===== config.mk =====
export PLATFORM = sky130hd
export DESIGN_NAME = mem_port_arbiter
export DESIGN_NICKNAME = d
export VERILOG_FILES = /design/src/rtl/mem_port_arbiter.sv
export SDC_FILE = /design/constraint.sdc
export NUM_CORES = 1
export LEC_CHECK = 0
export ABC_AREA = 0
export BUFFER_PORTS_ARGS = -buffer_cell sky130_fd_sc_hd__buf_2
export CAP_MARGIN = 10
export CORE_ASPECT_RATIO = 0.5
export CORE_MARGIN = 10
export CORE_UTILIZATION = 47
export CTS_CLUSTER_DIAMETER = 30
export DETAILED_ROUTE_END_ITERATION = 10
export MAX_ROUTING_LAYER = met4
export PLACE_DENSITY_LB_ADDON = 0.25
export REMOVE_ABC_BUFFERS = 1
export SYNTH_ARGS = -nofsm -noshare
export SYNTH_HDL_FRONTEND = slang
export SYNTH_SLANG_ARGS = --single-unit

===== constraint.sdc =====
create_clock -name clk -period 2.85 [get_ports clk]
set_clock_uncertainty 0.05 [all_clocks]
set_input_delay 0.57 -clock clk [delete_from_list [all_inputs] [get_ports clk]]
set_output_delay 0.57 -clock clk [all_outputs]
set_load 0.01 [all_outputs]

===== src/rtl/mem_port_arbiter.sv =====
// mem_port_arbiter: shares the single instruction/data memory port
// between the fetch stage and the memory stage.
// Ports:
//   clk, rst            clock, asynchronous active-high reset
//   if_req, if_addr     fetch read request, held until if_done
//   if_rdata, if_done   fetched word (held) and one-cycle completion
//   mem_rd, mem_wr      data read / write request
//   mem_addr, mem_wdata data address and store data
//   mem_rdata, mem_done loaded word (held) and one-cycle completion
//   stall_if, stall_mem freeze a stage while its access is open
//   ram_en/we/addr/wdata  registered memory-side access
//   ram_rdata, ram_ready  memory answer; ready ends the access
module mem_port_arbiter #(
    parameter int ADDR_W          = 16,
    parameter int DATA_W          = 16,
    parameter int MAX_DATA_STREAK = 4
) (
    input  logic              clk,
    input  logic              rst,
    input  logic              if_req,
    input  logic [ADDR_W-1:0] if_addr,
    output logic [DATA_W-1:0] if_rdata,
    output logic              if_done,
    input  logic              mem_rd,
    input  logic              mem_wr,
    input  logic [ADDR_W-1:0] mem_addr,
    input  logic [DATA_W-1:0] mem_wdata,
    output logic [DATA_W-1:0] mem_rdata,
    output logic              mem_done,
    output logic              stall_if,
    output logic              stall_mem,
    output logic              ram_en,
    output logic              ram_we,
    output logic [ADDR_W-1:0] ram_addr,
    output logic [DATA_W-1:0] ram_wdata,
    input  logic [DATA_W-1:0] ram_rdata,
    input  logic              ram_ready
);

    typedef enum logic [1:0] {IDLE, BUSY_D, BUSY_F, DONE} state_t;

    localparam logic [3:0] STREAK_MAX = 4'(MAX_DATA_STREAK);

    state_t            state, stateNext;
    logic [3:0]        streak, streakNext;
    logic              ramEnNext, ramWeNext;
    logic              ifDoneNext, memDoneNext;
    logic [ADDR_W-1:0] ramAddrNext;
    logic [DATA_W-1:0] ramWdataNext, ifRdataNext, memRdataNext;
    logic              dataReq, grantData;

    assign dataReq   = mem_rd | mem_wr;
    // Data is older and wins, unless fetch is waiting and data has
    // already taken its full streak of grants.
    assign grantData = dataReq & ((streak < STREAK_MAX) | ~if_req);

    assign stall_if  = if_req & ~if_done;
    assign stall_mem = dataReq & ~mem_done;

    always_ff @(posedge clk or posedge rst) begin
        if (rst) begin
            state     <= IDLE;
            streak    <= '0;
            ram_en    <= 1'b0;
            ram_we    <= 1'b0;
            ram_addr  <= '0;
            ram_wdata <= '0;
            if_done   <= 1'b0;
            mem_done  <= 1'b0;
            if_rdata  <= '0;
            mem_rdata <= '0;
        end else begin
            state     <= stateNext;
            streak    <= streakNext;
            ram_en    <= ramEnNext;
            ram_we    <= ramWeNext;
            ram_addr  <= ramAddrNext;
            ram_wdata <= ramWdataNext;
            if_done   <= ifDoneNext;
            mem_done  <= memDoneNext;
            if_rdata  <= ifRdataNext;
            mem_rdata <= memRdataNext;
        end
    end

    always_comb begin
        stateNext    = state;
        streakNext   = streak;
        ramEnNext    = ram_en;
        ramWeNext    = ram_we;
        ramAddrNext  = ram_addr;
        ramWdataNext = ram_wdata;
        ifDoneNext   = 1'b0;
        memDoneNext  = 1'b0;
        ifRdataNext  = if_rdata;
        memRdataNext = mem_rdata;

        unique case (state)
            IDLE: begin
                if (grantData) begin
                    stateNext    = BUSY_D;
                    ramEnNext    = 1'b1;
                    ramWeNext    = mem_wr;
                    ramAddrNext  = mem_addr;
                    ramWdataNext = mem_wdata;
                    if (if_req && streak < STREAK_MAX)
                        streakNext = streak + 4'd1;
                end else if (if_req) begin
                    stateNext   = BUSY_F;
                    ramEnNext   = 1'b1;
                    ramWeNext   = 1'b0;
                    ramAddrNext = if_addr;
                    streakNext  = '0;
                end
            end
            BUSY_D: begin
                if (ram_ready) begin
                    stateNext   = DONE;
                    ramEnNext   = 1'b0;
                    ramWeNext   = 1'b0;
                    memDoneNext = 1'b1;
                    // a write (including rd+wr) leaves the load data alone
                    if (!ram_we)
                        memRdataNext = ram_rdata;
                end
            end
            BUSY_F: begin
                if (ram_ready) begin
                    stateNext   = DONE;
                    ramEnNext   = 1'b0;
                    ifDoneNext  = 1'b1;
                    ifRdataNext = ram_rdata;
                end
            end
            DONE: begin
                stateNext = IDLE;
            end
            default: begin
                stateNext = IDLE;
            end
        endcase

        // the streak only counts while fetch is actually waiting
        if (!if_req)
            streakNext = '0;
    end

endmodule


==> results.sh <==
export IMPL_cts_sinks=74
export IMPL_overflow=0
export IMPL_place_detailed_hpwl_mm=6.08
export IMPL_grt_pass1_vias=2725
export IMPL_n_antenna_cell=0
export IMPL_routed_wl_mm=8.13
export IMPL_tightestPinTransition_ps=1080
export IMPL_ys_top_cells_by_count="dfrtp_1, mux2_2, nor2_1"
export IMPL_wire_per_inst_um=17.0
export IMPL_numCtsBuffers=9
export IMPL_clockBufferDepth=2
export IMPL_dieArea_um2=10800
export IMPL_synth_edf_count=0
export IMPL_design_area_um2=4230
export IMPL_path_class="in2out"
export IMPL_gp_congestion=0.781
export IMPL_cts_hold_buf=0
export IMPL_port_buffers=139
export IMPL_clk_latency_ps=330
export IMPL_rows=21
export IMPL_nets=458
export IMPL_vias=2459
export IMPL_endpoint_kind="output pin"
export IMPL_synth_distinct_cells=33
export IMPL_drtIter0Drc=98
export IMPL_cts_setup_buffers=0
export IMPL_maxSlewHeadroom_pct=27.5
export IMPL_seq_area_frac_synth_pct=57.6
export IMPL_fmax_ghz=0.486
export IMPL_synth_top_cell_by_area="dfrtp_1"
export IMPL_post_route_min_period_ps=2060
export IMPL_grt_max_degree=48
export IMPL_core_region_area_um2=6670
export IMPL_cts_root_buf="clkbuf_16"
export IMPL_htreeDepth=3
export IMPL_slew_viol_final=0
export IMPL_synth_cells=246
export IMPL_die_x_um=137
export IMPL_dr_pass1_iters=4
export IMPL_synth_top_cell_area_share_pct=57.6
export IMPL_pin_count=140
export IMPL_viasPerCell=5.14
export IMPL_synthesis_area_um2=3220
export IMPL_grtUsageTotal_pct=15.4
export IMPL_synth_most_common_cell="dfrtp_1"
export IMPL_cts_resized_gates=0
export IMPL_worstPathArrival_ps=1440
export IMPL_ys_seq_elements=74
export IMPL_ir_drop_v=0.000579
export IMPL_powerDensity_nw_per_um2=1150
export IMPL_antenna_found_initial=0
export IMPL_route_detailed_drc=0
export IMPL_hold_path_class="in2async"
export IMPL_worstPathRequired_ps=2230
export IMPL_synthArstFlopShare_pct=100
export IMPL_power_mw=4.84
export IMPL_syn_avg_cell_area_um2=13.1
export IMPL_ant_nets=0
export IMPL_finalHoldViolations=0
export IMPL_start_util_pct=48.2
export IMPL_areaGrowthSynthToFinish_pct=31.4
export IMPL_stdcell_count=478
export IMPL_placed_cells=464
export IMPL_critPathMaxFanout=17
export IMPL_ys_warn_count=0
export IMPL_maxCapViolations=0
export IMPL_status="finished clean"
export IMPL_rsz0062_at_grt="no"
export IMPL_drive_gt1_share_pct=54.4
export IMPL_cts_tree="built"
export IMPL_die_height_um=78.5
export IMPL_min_period_over_period_pct=72.2
export IMPL_grt_pass1_wl_mm=13.1
export IMPL_synth_main_ff_cell="dfrtp_1"
export IMPL_p_leak_nw=2.08
export IMPL_setup_viol=0
export IMPL_startpoint_type="input pin"
export IMPL_fin_setup_tns_ps=0
export IMPL_dpl_instance_area_um2=3950
export IMPL_clkSlewWorstSetupHoldPaths_ps=50
export IMPL_fillCellCount=551
export IMPL_yosys_top_cells_area="dfrtp_1, mux2_2, mux2_4, a31oi_1, o21ai_0"
## cells in the final DEF (no fill, tap or decap), drive strengths merged, types with 3 or more instances in the layout
| master | synthesis | routed |
|---|---|---|
| nor2b | 5 | 5 |
| ha | 5 | 5 |
| buf | 15 | 141 |
| nor2 | 20 | 20 |
| mux2 | 49 | 49 |
| o31ai | 3 | 3 |
| o21ai | 19 | 19 |
| o21a | 4 | 4 |
| dfrtp | 74 | 74 |
| a31oi | 16 | 16 |
| nand3 | 16 | 16 |
| clkbuf | 0 | 12 |
| inv | 5 | 5 |
## through the flow
stage	hold WS, ps	utilization (%)	setup slack, ps
6_report	262	63.3	793
5_1_grt	301	63.3	709
4_1_cts	275	63.3	791
3_5_place_dp	439	59.1	802
3_3_place_gp	433	59.1	842
2_1_floorplan	486	-	348
## where the power goes
group | internal [mW] | leakage (nW) | total [mW] | switching [mW]
combinational | 0.989 | 1.07 | 1.96 | 0.968
clock | 0.649 | 0.137 | 1.05 | 0.406
sequential | 1.57 | 0.876 | 1.83 | 0.265
## layout make-up
class	instances	area [um^2]	area share [%]
tap	92	115	2.72
clock buffer	12	267	6.31
multi-input combinational	152	1240	29.3
clock inverter	2	12.5	0.296
inverter	5	18.8	0.444
sequential	74	1850	43.8
timing repair buffer	141	723	17.1
## layer usage
metal	vias up	global-route usage, %	wire (um)
met2	98	26.5	4160
met5	-	-	0
met1	1207	16.3	3180
met3	9	5.40	692
met4	0	5.02	94
li1	1145	-	-
## final timing paths
kind | from | to | slack, ps | cells after the start
hold reg to reg | if_rdata[3]$_DFFE_PP0P_ | if_rdata[3]$_DFFE_PP0P_ | 450 | 1
setup / recovery | mem_wr | stall_mem | 790 | 4
min in group clk | mem_wdata[12] | ram_wdata[12]$_DFFE_PP0P_ | 420 | 2
setup reg to reg | state[1]$_DFFE_PP0P_ | ram_wdata[9]$_DFFE_PP0P_ | 850 | 5
max in group asynchronous | rst | mem_rdata[6]$_DFFE_PP0P_ | 1820 | 3
hold / removal | rst | ram_wdata[11]$_DFFE_PP0P_ | 260 | 2
## critical path, cell delays in order
cell and delay (ps):
buf_2 160, nor2_2 490, nor2_1 70, buf_2 160
## sequential cells by signal, indices dropped and copies added, names as in the netlist
signal / cells
mem_rdata: 16
if_rdata: 16
ram_we: 1
ram_wdata: 16
ram_en: 1
state: 2
if_done: 1
mem_done: 1
ram_addr: 16
streak: 4
## logic make-up after synthesis
logic type	Yosys count	share of synthesized area [%]
flip-flops	74	57.6
multiplexers	51	18.9
AND/OR/NAND/NOR	51	8.87
AO/OA/AOI/OAI	45	8.75
buffers and inverters	20	3.89
adder cells (fa/ha/maj)	5	1.95
Note: power is estimated with default switching activity, not from simulation.
